`config.mk`:
```
export PLATFORM = sky130hd
export DESIGN_NAME = commit_unit
export DESIGN_NICKNAME = d
export VERILOG_FILES = /design/src/rtl/commit_unit.sv
export SDC_FILE = /design/constraint.sdc
export NUM_CORES = 1
export LEC_CHECK = 0
export ABC_AREA = 0
export BUFFER_PORTS_ARGS = -buffer_cell sky130_fd_sc_hd__buf_2
export CAP_MARGIN = 0
export CORE_ASPECT_RATIO = 0.7
export CORE_UTILIZATION = 46
export CTS_CLUSTER_SIZE = 25
export DETAILED_ROUTE_END_ITERATION = 10
export HOLD_SLACK_MARGIN = 0.02
export PLACE_DENSITY_LB_ADDON = 0.2
export SLEW_MARGIN = 15
export SYNTH_ARGS = -nofsm -noshare
export SYNTH_HDL_FRONTEND = slang
export SYNTH_SLANG_ARGS = --single-unit
```
`constraint.sdc`:
```
create_clock -name clk -period 2.63 [get_ports clk]
set_clock_uncertainty 0.2 [all_clocks]
set_input_delay 0.526 -clock clk [delete_from_list [all_inputs] [get_ports clk]]
set_output_delay 0.526 -clock clk [all_outputs]
set_load 0.02 [all_outputs]
```
`src/rtl/commit_unit.sv`:
```
// -----------------------------------------------------------------------------
// commit_unit
//
// In-order retirement stage fed by the reorder buffer's commit port. Accepts at
// most one completed head entry per cycle, writes its result to the integer or
// float architectural register file and returns the entry's tag so the
// register-status table can release a matching busy bit. CDB-reported
// exceptions are tracked per ROB slot; retiring a faulting entry suppresses
// its write, pulses `clear` and spends FLUSH_CYCLES cycles in FLUSH.
//
// Optional feature macro: COMMIT_PERF_EN (retire / flush performance counters).
//
// Ports:
//   clk, nrst          clock, asynchronous active-low reset
//   i_valid/i_ready    commit handshake, i_commit_data is the ROB head entry
//   cdb_valid,
//   cdb_exception, cdb CDB broadcast {rsv_id, data} plus its fault flag
//   rf_we/rf_float/
//   rf_addr/rf_data/
//   rf_tag             registered architectural register write port and tag
//   clear              one-cycle flush pulse to ROB, stations and fetch
//   exc_cause/
//   exc_opcode         content/opcode of the last faulting entry
//   perf_retired/
//   perf_flushes       performance counters (zero without COMMIT_PERF_EN)
// -----------------------------------------------------------------------------

package commit_pkg;
  localparam int DATA_W       = 32;
  localparam int INSTR_W      = 32;
  localparam int REG_ADDR_W   = 6;
  localparam int N_ROB_W      = 3;
  localparam int N_STATIONS_W = 4;
  localparam int RSV_ID_W     = 4;
  localparam int CDB_W        = DATA_W + RSV_ID_W;

  typedef struct packed {
    logic [N_STATIONS_W-1:0] station_id;
    logic [REG_ADDR_W-1:0]   dst_reg;
    logic [INSTR_W-1:0]      opcode;
    logic [DATA_W-1:0]       content;
  } station_t;
endpackage

module commit_unit
  import commit_pkg::*;
#(
  parameter int FLUSH_CYCLES  = 4,
  parameter int REG_FLOAT_BIT = REG_ADDR_W - 1
) (
  input  logic                    clk,
  input  logic                    nrst,
  input  logic                    i_valid,
  input  station_t                i_commit_data,
  output logic                    i_ready,
  input  logic                    cdb_valid,
  input  logic                    cdb_exception,
  input  logic [CDB_W-1:0]        cdb,
  output logic                    rf_we,
  output logic                    rf_float,
  output logic [REG_ADDR_W-1:0]   rf_addr,
  output logic [DATA_W-1:0]       rf_data,
  output logic [N_STATIONS_W-1:0] rf_tag,
  output logic                    clear,
  output logic [DATA_W-1:0]       exc_cause,
  output logic [INSTR_W-1:0]      exc_opcode,
  output logic [31:0]             perf_retired,
  output logic [15:0]             perf_flushes
);

  localparam int N_SLOTS = 2 ** N_ROB_W;
  localparam logic [3:0] FLUSH_LOAD = 4'(FLUSH_CYCLES);
  localparam logic [N_SLOTS-1:0] SLOT_ONE = {{(N_SLOTS-1){1'b0}}, 1'b1};

  typedef enum logic [0:0] {
    ST_RUN   = 1'b0,
    ST_FLUSH = 1'b1
  } state_e;

  state_e                  state_q, state_d;
  logic [3:0]              fcnt_q, fcnt_d;
  logic [N_SLOTS-1:0]      exc_pend_q, exc_pend_d;
  logic                    rf_we_q, rf_we_d;
  logic                    rf_float_q, rf_float_d;
  logic [REG_ADDR_W-1:0]   rf_addr_q, rf_addr_d;
  logic [DATA_W-1:0]       rf_data_q, rf_data_d;
  logic [N_STATIONS_W-1:0] rf_tag_q, rf_tag_d;
  logic                    clear_q, clear_d;
  logic [DATA_W-1:0]       exc_cause_q, exc_cause_d;
  logic [INSTR_W-1:0]      exc_opcode_q, exc_opcode_d;

  logic                    retire_s;
  logic [N_ROB_W-1:0]      ret_slot_s;
  logic [RSV_ID_W-1:0]     cdb_id_s;
  logic [N_SLOTS-1:0]      set_vec_s;
  logic [N_SLOTS-1:0]      clr_vec_s;
  logic                    pend_hit_s;
  logic                    unused_s;

  // Ready depends on state only, so there is no path from i_valid.
  assign i_ready    = (state_q == ST_RUN);
  assign retire_s   = i_valid && i_ready;
  assign ret_slot_s = i_commit_data.station_id[N_ROB_W-1:0];
  assign cdb_id_s   = cdb[DATA_W +: RSV_ID_W];
  assign pend_hit_s = exc_pend_q[ret_slot_s];

  // CDB data and the id bits above the ROB slot range are not needed here.
  assign unused_s = ^{cdb[DATA_W-1:0], cdb_id_s[RSV_ID_W-1:N_ROB_W]};

  // Per-slot set/clear masks for the exception vector.
  always_comb begin
    set_vec_s = {N_SLOTS{1'b0}};
    clr_vec_s = {N_SLOTS{1'b0}};
    if (cdb_valid && cdb_exception) begin
      set_vec_s = SLOT_ONE << cdb_id_s[N_ROB_W-1:0];
    end else begin
      set_vec_s = {N_SLOTS{1'b0}};
    end
    if (retire_s) begin
      clr_vec_s = SLOT_ONE << ret_slot_s;
    end else begin
      clr_vec_s = {N_SLOTS{1'b0}};
    end
  end

  // Next-state, exception tracking and output register values.
  always_comb begin
    state_d      = state_q;
    fcnt_d       = fcnt_q;
    exc_pend_d   = exc_pend_q;
    rf_we_d      = 1'b0;
    rf_float_d   = rf_float_q;
    rf_addr_d    = rf_addr_q;
    rf_data_d    = rf_data_q;
    rf_tag_d     = rf_tag_q;
    clear_d      = 1'b0;
    exc_cause_d  = exc_cause_q;
    exc_opcode_d = exc_opcode_q;

    case (state_q)
      ST_RUN: begin
        // Masking the set with ~clr makes clear win on a same-slot collision.
        exc_pend_d = (exc_pend_q | set_vec_s) & ~clr_vec_s;
        if (retire_s) begin
          rf_float_d = i_commit_data.dst_reg[REG_FLOAT_BIT];
          rf_addr_d  = i_commit_data.dst_reg;
          rf_data_d  = i_commit_data.content;
          rf_tag_d   = i_commit_data.station_id;
          if (pend_hit_s) begin
            // Faulting entry: tag still goes out so the busy bit is released.
            rf_we_d      = 1'b0;
            clear_d      = 1'b1;
            exc_cause_d  = i_commit_data.content;
            exc_opcode_d = i_commit_data.opcode;
            exc_pend_d   = {N_SLOTS{1'b0}};
            fcnt_d       = FLUSH_LOAD;
            state_d      = ST_FLUSH;
          end else begin
            // Integer x0 is hardwired; float f0 is an ordinary register.
            rf_we_d = (i_commit_data.dst_reg != {REG_ADDR_W{1'b0}}) ||
                      i_commit_data.dst_reg[REG_FLOAT_BIT];
          end
        end else begin
          rf_we_d = 1'b0;
        end
      end
      ST_FLUSH: begin
        exc_pend_d = {N_SLOTS{1'b0}};
        fcnt_d     = fcnt_q - 4'd1;
        if (fcnt_q == 4'd1) begin
          state_d = ST_RUN;
        end else begin
          state_d = ST_FLUSH;
        end
      end
      default: begin
        state_d    = ST_RUN;
        fcnt_d     = 4'd0;
        exc_pend_d = {N_SLOTS{1'b0}};
      end
    endcase
  end

  // State and output registers.
  always_ff @(posedge clk or negedge nrst) begin
    if (!nrst) begin
      state_q      <= ST_RUN;
      fcnt_q       <= 4'd0;
      exc_pend_q   <= {N_SLOTS{1'b0}};
      rf_we_q      <= 1'b0;
      rf_float_q   <= 1'b0;
      rf_addr_q    <= {REG_ADDR_W{1'b0}};
      rf_data_q    <= {DATA_W{1'b0}};
      rf_tag_q     <= {N_STATIONS_W{1'b0}};
      clear_q      <= 1'b0;
      exc_cause_q  <= {DATA_W{1'b0}};
      exc_opcode_q <= {INSTR_W{1'b0}};
    end else begin
      state_q      <= state_d;
      fcnt_q       <= fcnt_d;
      exc_pend_q   <= exc_pend_d;
      rf_we_q      <= rf_we_d;
      rf_float_q   <= rf_float_d;
      rf_addr_q    <= rf_addr_d;
      rf_data_q    <= rf_data_d;
      rf_tag_q     <= rf_tag_d;
      clear_q      <= clear_d;
      exc_cause_q  <= exc_cause_d;
      exc_opcode_q <= exc_opcode_d;
    end
  end

  assign rf_we      = rf_we_q;
  assign rf_float   = rf_float_q;
  assign rf_addr    = rf_addr_q;
  assign rf_data    = rf_data_q;
  assign rf_tag     = rf_tag_q;
  assign clear      = clear_q;
  assign exc_cause  = exc_cause_q;
  assign exc_opcode = exc_opcode_q;

`ifdef COMMIT_PERF_EN
  logic [31:0] perf_retired_q, perf_retired_d;
  logic [15:0] perf_flushes_q, perf_flushes_d;

  // Counter increments; an exception retire counts as a retire and a flush.
  always_comb begin
    perf_retired_d = perf_retired_q;
    perf_flushes_d = perf_flushes_q;
    if (retire_s) begin
      perf_retired_d = perf_retired_q + 32'd1;
    end else begin
      perf_retired_d = perf_retired_q;
    end
    if (clear_d) begin
      perf_flushes_d = perf_flushes_q + 16'd1;
    end else begin
      perf_flushes_d = perf_flushes_q;
    end
  end

  // Performance counter registers.
  always_ff @(posedge clk or negedge nrst) begin
    if (!nrst) begin
      perf_retired_q <= 32'd0;
      perf_flushes_q <= 16'd0;
    end else begin
      perf_retired_q <= perf_retired_d;
      perf_flushes_q <= perf_flushes_d;
    end
  end

  assign perf_retired = perf_retired_q;
  assign perf_flushes = perf_flushes_q;
`else
  assign perf_retired = 32'd0;
  assign perf_flushes = 16'd0;
`endif

endmodule

```
Word-level counts from Yosys, hierarchy flattened

Cells that the tools add are included.

Bits in registers: 122
Input bits: 115
Output and inout port bits: 158
Logic and storage cells: 47

Add/subtract/negate cells: 1
Magnitude comparators: 1
Equal/unequal tests: 3
Shift operators: 2
Muxes and demuxes: 18
Bitwise operators: 4
Reduce and logical (&&, ||, !) cells: 7

Operators with widths:

| cell                  | number |
|---|---|
| $mux W8               | 4 |
| $pmux W8 S2           | 1 |
| $shl A1 B3 Y8 const A | 2 |
| $and A8 B8 Y8         | 1 |
| $mux W1               | 8 |
| $mux W4               | 2 |
| $not A8 Y8            | 1 |
| $or A8 B8 Y8          | 1 |
| $pmux W4 S2           | 1 |
| $reduce_bool A6 Y1    | 1 |
| $eq A4 B1 Y1 const B  | 1 |
| $lt A3 B4 Y1 const B  | 1 |
| $ne A2 B1 Y1 const B  | 2 |
| $reduce_and A2 Y1     | 2 |
| $sub A4 B1 Y4 const B | 1 |
| $bmux W1 S3           | 1 |
| $reduce_and A3 Y1     | 1 |
| $logic_and A1 B1 Y1   | 2 |
| $pmux W1 S2           | 1 |
| $logic_or A1 B1 Y1    | 1 |
| $not A1 Y1            | 1 |

Depth between registers and ports, before layout

Gate-level depths: netlist of run 1.

Word-level depth: 8
Mapped depth: 7
Mapped depth without buffers: 5

Least setup slack after synthesis of run 1

No wires, ideal clock.

Path type: in2reg
From: in i_commit_data[72] (netlist name)
To: reg exc_cause_q[0] (netlist: exc_cause[0])
Library setup time: 0.125 ns
Arrival time: 2.074 ns
Data required time: 2.305 ns
Path slack: 0.231 ns
Stages on the path: 6
Buffers on the path: 3
Cell sequence: clkbuf_1 -> mux4_2 -> nor2_4 -> buf_12 -> buf_12 -> mux2_4

Word-level cells in the longest chain between the ends: 3

RTL lines:

| what                          | RTL line | source |
|---|---|---|
| start, declared               | 54       | `input station_t i_commit_data,` |
| $bmux W1 S3                   | 105      | `assign pend_hit_s = exc_pend_q[ret_slot_s];` |
| $mux W1 (implied by the code) | 105      |  |
| $reduce_and A3 Y1 (no line)   | --       |  |
| end signal, assigned          | 196      | `exc_cause_q <= {DATA_W{1'b0}};` |
| end signal, assigned          | 208      | `exc_cause_q <= exc_cause_d;` |
| end, declared                 | 89       | `logic [DATA_W-1:0] exc_cause_q, exc_cause_d;` |

Every way passes these cells. The select of a mux whose other input is x is not followed.
A chain may end at the register's enable or synchronous reset.

Worst setup path after layout of run 1

From: in i_commit_data[71] (netlist name)
To: reg exc_opcode_q[6] (netlist: exc_opcode[6])

Word-level cells in the longest chain between the ends: 3

RTL lines:

| what                          | RTL line | source |
|---|---|---|
| $bmux W1 S3                   | 105      |  |
| $mux W1 (implied by the code) | 105      |  |
| $reduce_and A3 Y1 (no line)   | --       |  |
| end signal, assigned          | 197      | `exc_opcode_q <= {INSTR_W{1'b0}};` |
| end signal, assigned          | 209      | `exc_opcode_q <= exc_opcode_d;` |
| end, declared                 | 90       | `logic [INSTR_W-1:0] exc_opcode_q, exc_opcode_d;` |

Every way passes these cells. The select of a mux whose other input is x is not followed.

==> results of run 1 <==
-- cells by family (layout without fill, tap and decap cells) --
kind of cell,after synthesis,after routing,synth area share [%]
xor+xnor,1,1,0.1638
simple gates,149,149,11.05
other cells,1,48,0.07014
mux,70,70,18.28
flops,121,121,56.63
buf+inv,72,235,10.55
fa+ha+maj,2,2,0.4680
compound gates,22,22,2.785
-- state kept, by name (all words and copies together), names as in the netlist --
name	count
exc_cause	32
exc_opcode	32
rf_data	32
exc_pend_q	8
rf_addr	5
fcnt_q	4
rf_tag	4
clear	1
rf_float	1
rf_we	1
state_q	1
-- layout by cell type (no fill, tap or decap) --
| cell type | n |
|---|---|
| a211oi_1 | 3 |
| a21oi_1 | 7 |
| a311oi_1 | 4 |
| a31oi_1 | 2 |
| a41o_1 | 1 |
| and2_1 | 1 |
| and3_1 | 1 |
| buf_12 | 3 |
| buf_2 | 190 |
| buf_4 | 7 |
| bufinv_16 | 3 |
| clkbuf_16 | 17 |
| clkbuf_8 | 1 |
| clkinv_1 | 1 |
| clkinv_2 | 1 |
| clkinv_4 | 5 |
| clkinvlp_4 | 2 |
| conb_1 | 48 |
| dfrtp_1 | 121 |
| ha_1 | 2 |
| inv_1 | 3 |
| inv_6 | 2 |
| mux2_2 | 15 |
| mux2_4 | 49 |
| mux2i_1 | 5 |
| mux4_2 | 1 |
| nand2_1 | 130 |
| nand2_2 | 1 |
| nand3b_1 | 1 |
| nor2_1 | 7 |
| nor2_4 | 2 |
| nor2b_1 | 4 |
| nor3_1 | 1 |
| o211ai_1 | 1 |
| o21ai_0 | 2 |
| o22ai_1 | 1 |
| o311a_1 | 1 |
| or4_1 | 1 |
| xor2_1 | 1 |
-- synth_stat cells (3+ instances only) --
master | n | area, µm²
mux2_4 | 49 | 735.7
nand2_1 | 131 | 491.7
a311oi_1 | 4 | 35.03
buf_4 | 50 | 375.4
mux2i_1 | 5 | 50.05
buf_12 | 6 | 120.1
a21oi_1 | 7 | 35.03
inv_1 | 3 | 11.26
nor2_1 | 8 | 30.03
clkbuf_1 | 10 | 37.54
dfrtp_1 | 121 | 3028
a211oi_1 | 3 | 22.52
nor2b_1 | 4 | 25.02
mux2_2 | 15 | 168.9
-- routing by layer --
metal	vias up	GRT usage (%)
li1	1746	-
met1	1800	25.95
met2	143	31.75
met3	12	8.168
met4	0	5.460
met5	-	0
-- worst register-to-register path: stages (launching register included) --
cell and delay, ns:
dfrtp_1 0.36, mux2i_1 0.08, mux4_2 0.52, nor2_4 0.22, buf_12 0.26, mux2_2 0.39
-- worst max-delay path by stage --
stage | to
floorplan | exc_cause[0]$_DFFE_PN0P_
global placement | exc_cause[12]$_DFFE_PN0P_
detailed placement | exc_opcode[6]$_DFFE_PN0P_
CTS | exc_opcode[3]$_DFFE_PN0P_
global route | exc_opcode[10]$_DFFE_PN0P_
finish | exc_opcode[6]$_DFFE_PN0P_
-- report_power, final --
part           total [µW]  internal (µW)  switching, µW
Clock                2370           1520            847
Combinational        3470           1410           2060
Sequential           3170           2700            465
-- metrics by stage --
stage	worst slack [ns]	total power (µW)	instances	utilization, %
finish	0.4535	9006	801	61.31
global route	0.4008	9543	801	61.31
CTS	0.4590	9121	801	61.31
detailed placement	0.04902	6679	770	55.85
global placement	0.03275	6592	770	55.85
floorplan	0.2308	5481	485	-
-- area by class of cell --
type	count	area (µm²)	area share, %
well taps	153	191.4	2.795
inverters	4	15.01	0.2192
clock inverters	13	171.4	2.503
flip-flops and latches	121	3028	44.21
repair buffers	200	1064	15.53
clock buffers	18	439.2	6.412
multi-input cells	292	1941	28.33
==> metrics.txt, run 1 <==
post-route ant nets=0; minimum clock period=2.176 ns; Final Cycle Share=82.76%; mean post-synth cell area=12.21 µm²; hold_ws=-0.04939 ns; grt ovf=0; worst min path class=in2async; Pwr per Cell Area=1315 nW/µm²; Final Cell Area=6849 µm²; Worst setup EP type=flop; die area=12,060 µm²; IO Port Bufs=191; Worst Max-Slew Pin Slew=0.6917 ns; Achievable Freq=0.4595 GHz; setup bufs post-CTS=0; met3 WL=958 µm; post-DR wirelength/cell=14.41 µm; wire length on met1=5012 µm; Worst Path Arrival=2.26 ns; Final Hold Viols=9; GP Congestion=0.7887; post-CTS sizing=0; WP depth=6; first-pass GRT wire length=18,600 µm; CTS Root Cell=clkbuf_16; crit path from=i_commit_data[71]; DR top layer=met4; Leak Pwr=0.003731 µW; status=finished with violations; die width=130.9 µm; overall global routing resource usage=20.29%; RR Startpoint=exc_pend_q[3]$_DFF_PN0_; biggest cell delay along the critical path=0.52 ns; CP bufs+invs=2; vias per cell=4.620; Max H-tree Level=4; CTS tree=built; synthesized netlist cell count=438; crit path cell chain=buf_2, mux2i_1, mux4_2, nor2_4, buf_12, mux2_2; Max Cap Violations=0; Clock Latency Late Sink=0.40 ns; IO Count=273; Reg-to-Reg End=exc_opcode[6]$_DFFE_PN0P_; Async S/R FF share, synth=100.0%; R2R Setup Slk=0.47 ns; Final Setup Violations=0; CP Launch Type=input pin; post-synthesis sequential area ratio=56.63%; DR pass1 iterations=4; Slew Viols, Final=0; CP Class=in2reg; share of cells above drive strength 1=46.14%; RSZ-0062 raised after global routing=no; n_diodes=0; Nets=753; vias in the first global route=3,690; initial antenna violation count=0; largest delay contributor family on the critical path=multiplexers; fillers=909; num rows=32; Slew Limit Headroom=53.89%; total CTS buffers=17; drt drc=0; Worst Reg-to-Reg Cells=5; TNS Setup=0 ns; peak supply drop=0.0006924 V; die span in y=92.20 µm; Area growth syn-to-layout=28.11%; placed instance area=6238 µm²; via count=3,701; DRT Wirelength=11,540 µm; Slowest cell on crit path=mux4_2; Netlist cell types=33; Synthesis Warnings=0; Clock transition at path regs=0.06 ns; mapped cell area=5346 µm²; clk buf depth=2; failing checks=negative hold slack; Critical Path RT=2.72 ns; drt initial violations=145; Initial Util=47.86%; core area=11,170 µm²; clk sinks=121; largest net degree at the start of global routing=122; Post-synth top flop=dfrtp_1; Post-synth EDFFs=0; Critical Path Fanout Max=34; routed wl met2=5469 µm; hold_buf cts=0; post-DP HPWL=8012 µm; number of synthesized register bits=121
Note: power is estimated with default switching activity, not from simulation.
==> run 2: changes to the inputs <==
--- a/config.mk
+++ b/config.mk
@@ -5,11 +5,11 @@
 export SDC_FILE = /design/constraint.sdc
 export NUM_CORES = 1
 export LEC_CHECK = 0
-export ABC_AREA = 0
+export ABC_AREA = 1
 export BUFFER_PORTS_ARGS = -buffer_cell sky130_fd_sc_hd__buf_2
 export CAP_MARGIN = 0
 export CORE_ASPECT_RATIO = 0.7
-export CORE_UTILIZATION = 46
+export CORE_UTILIZATION = 45
 export CTS_CLUSTER_SIZE = 25
 export DETAILED_ROUTE_END_ITERATION = 10
 export HOLD_SLACK_MARGIN = 0.02
==> constraint.sdc (replaced) <==
create_clock -name clk -period 2.05 [get_ports clk]
set_clock_uncertainty 0.2 [all_clocks]
set_input_delay 0.41 -clock clk [delete_from_list [all_inputs] [get_ports clk]]
set_output_delay 0.41 -clock clk [all_outputs]
set_load 0.02 [all_outputs]
==> run 2 against run 1 <==
Against the previous run: the flow now finishes without violations; register-to-register slack worse by 0.21 ns; core utilization up 3.4 points; first-iteration DRC count up 53%; synthesized area down 3.9%; count of clock-buffer cells in the layout up 3; power up 27%; design area up 4.4%; largest power group unchanged; highest routed layer unchanged.
==> metrics.txt, run 2 <==
status=complete, no violations; crit path from=state_q$_DFF_PN0_; peak supply drop=0.0006928 V (about the same); Achievable Freq=0.5529 GHz; post-CTS sizing=0 (unchanged); GP Congestion=0.8743 (+11%); vias in the first global route=4,330 (+17%); total CTS buffers=17 (unchanged); drt initial violations=222 (+53%); worst min path class=in2reg; minimum clock period=1.809 ns; grt ovf=0 (unchanged); first-pass GRT wire length=20,620 µm (+11%); Nets=926 (+23%); Critical Path RT=1.44 ns (-1.28 ns); via count=4,456 (+20%); RSZ-0062 raised after global routing=no; synth top area cells=dfrtp_1, nand2_1, buf_4; Slew Limit Headroom=62.13% (+8.2 points); Clock transition at path regs=0.05 ns (about the same); Final Cycle Share=88.22%; pre-CTS setup slack=0.1363 ns (+0.08727 ns); Max H-tree Level=4 (unchanged); Leak Pwr=0.004013 µW (+7.6%); Async S/R FF share, synth=100.0% (unchanged); post-route ant nets=0 (unchanged); initial antenna violation count=0 (unchanged); IO Port Bufs=191 (unchanged); Hold Path Origin=i_commit_data[9]; core area=11,050 µm² (-1.1%); Worst setup EP type=primary output; post-synthesis sequential area ratio=58.92% (+2.3 points); Max Cap Violations=0 (unchanged); TNS Setup=0 ns (unchanged); Post-synth top flop=dfrtp_1; mean post-synth cell area=9.015 µm² (-26%); Slew Viols, Final=0 (unchanged); vias per cell=4.570 (-1.1%); die width=129.7 µm (-0.86%); die span in y=91.41 µm (-0.86%); number of synthesized register bits=121 (unchanged); Worst Path Arrival=1.20 ns (-1.06 ns); RR Startpoint=state_q$_DFF_PN0_; Final Setup Violations=0 (unchanged); IO Count=273 (unchanged); commonest non-fill, non-tap cell in the layout=nand2_1; Initial Util=46.50% (-1.4 points); post-DR wirelength/cell=13.15 µm (-8.7%); cell taking the most area after synthesis=dfrtp_1; post-DP HPWL=8541 µm (+6.6%); most frequent cell after synthesis=nand2_1; largest net degree at the start of global routing=56 (-54%); Final Hold Viols=0 (-9); n_diodes=0 (unchanged); CP Launch Type=flop; Synthesis Warnings=0 (unchanged); Clock Latency Late Sink=0.40 ns (about the same); Netlist cell types=25 (-24%); share of cells above drive strength 1=29.20% (-17 points); commonest cells after routing, fill and taps aside=nand2_1, buf_2, dfrtp_1; clk buf depth=2 (unchanged); DR pass1 iterations=4 (unchanged); clk sinks=121 (unchanged); mapped cell area=5139 µm² (-3.9%); Post-synth EDFFs=0 (unchanged); die area=11,860 µm² (-1.7%); fillers=950 (+4.5%); setup bufs post-CTS=0 (unchanged); Critical Path Fanout Max=7 (-79%); Synth top area share=58.92% (+2.3 points); CP Class=reg2out; CTS Root Cell=clkbuf_16; synthesized netlist cell count=570 (+30%); Area growth syn-to-layout=39.15%; placed instance area=6080 µm² (-2.5%); DRT Wirelength=12,820 µm (+11%); CTS tree=built; overall global routing resource usage=22.63% (+2.3 points); fin util=64.71% (+3.4 points); drt drc=0 (unchanged); Pwr per Cell Area=1594 nW/µm² (+21%); num rows=32 (unchanged); Final Cell Area=7151 µm² (+4.4%); setup ws final=0.2414 ns (-0.2121 ns); most frequent cells after synthesis=nand2_1, dfrtp_1, buf_4; Worst Max-Slew Pin Slew=0.5680 ns (-0.1236 ns)
## run 2: critical path: stages (launching register included)
cell     delay, ns
dfrtp_1       0.45
inv_2         0.16
buf_2         0.19
## run 2: worst paths after layout
check	endpoint	cells after the start	slack, ns
hold / removal	rf_data[9]$_DFFE_PN0P_	3	0.03
setup reg to reg	exc_cause[16]$_DFFE_PN0P_	6	0.26
max in group asynchronous	rf_tag[0]$_DFFE_PN0P_	3	0.77
setup / recovery	i_ready	2	0.24
hold reg to reg	exc_opcode[30]$_DFFE_PN0P_	2	0.27
min in group asynchronous	rf_data[13]$_DFFE_PN0P_	2	0.30
## run 2: power breakdown
part	leakage, µW	switching (µW)	internal [µW]
logic	0.00221	2850	1390
registers	0.00151	594	3460
clock network	0.000294	1040	2070
total	0.00401	4480	6920
## run 2: per-layer routing
metal | GRT usage, % | share of wire (%)
met4 | 7.267 | 1.6
met2 | 36.81 | 47
met1 | 28.13 | 43
met3 | 7.837 | 8.2
met5 | 0 | 0
## run 2: layout make-up
class,count,area [µm²],share of cell area [%]
flip-flops and latches,121,3028,42.34
multi-input cells,403,1692,23.66
repair buffers,244,1531,21.42
clock buffers,21,450.4,6.299
well taps,153,191.4,2.677
clock inverters,11,170.2,2.380
inverters,22,87.58,1.225
## run 2: cells by family after synthesis
group,after synthesis,share of synthesized area [%]
and+or+nand+nor,298,23.35
DFF,121,58.92
buffers and inverters,93,11.64
AOI/OAI and AO/OA,55,5.527
adders and majority gates,2,0.4869
other,1,0.07298
## run 2: stage by stage
step,std cells,hold WS [ns],power [µW]
2_1_floorplan,617,-0.08559,6717
3_3_place_gp,898,0.1696,8153
3_5_place_dp,898,0.1734,8267
4_1_cts,975,0.02173,11480
5_1_grt,975,0.02483,12100
6_report,975,0.02960,11400
## run 2: timing repair
action / CTS / global route
endpoints found under the setup margin: 0 / 0
hold buffers: 45 / 0
endpoints found under the hold margin: 72 / 0
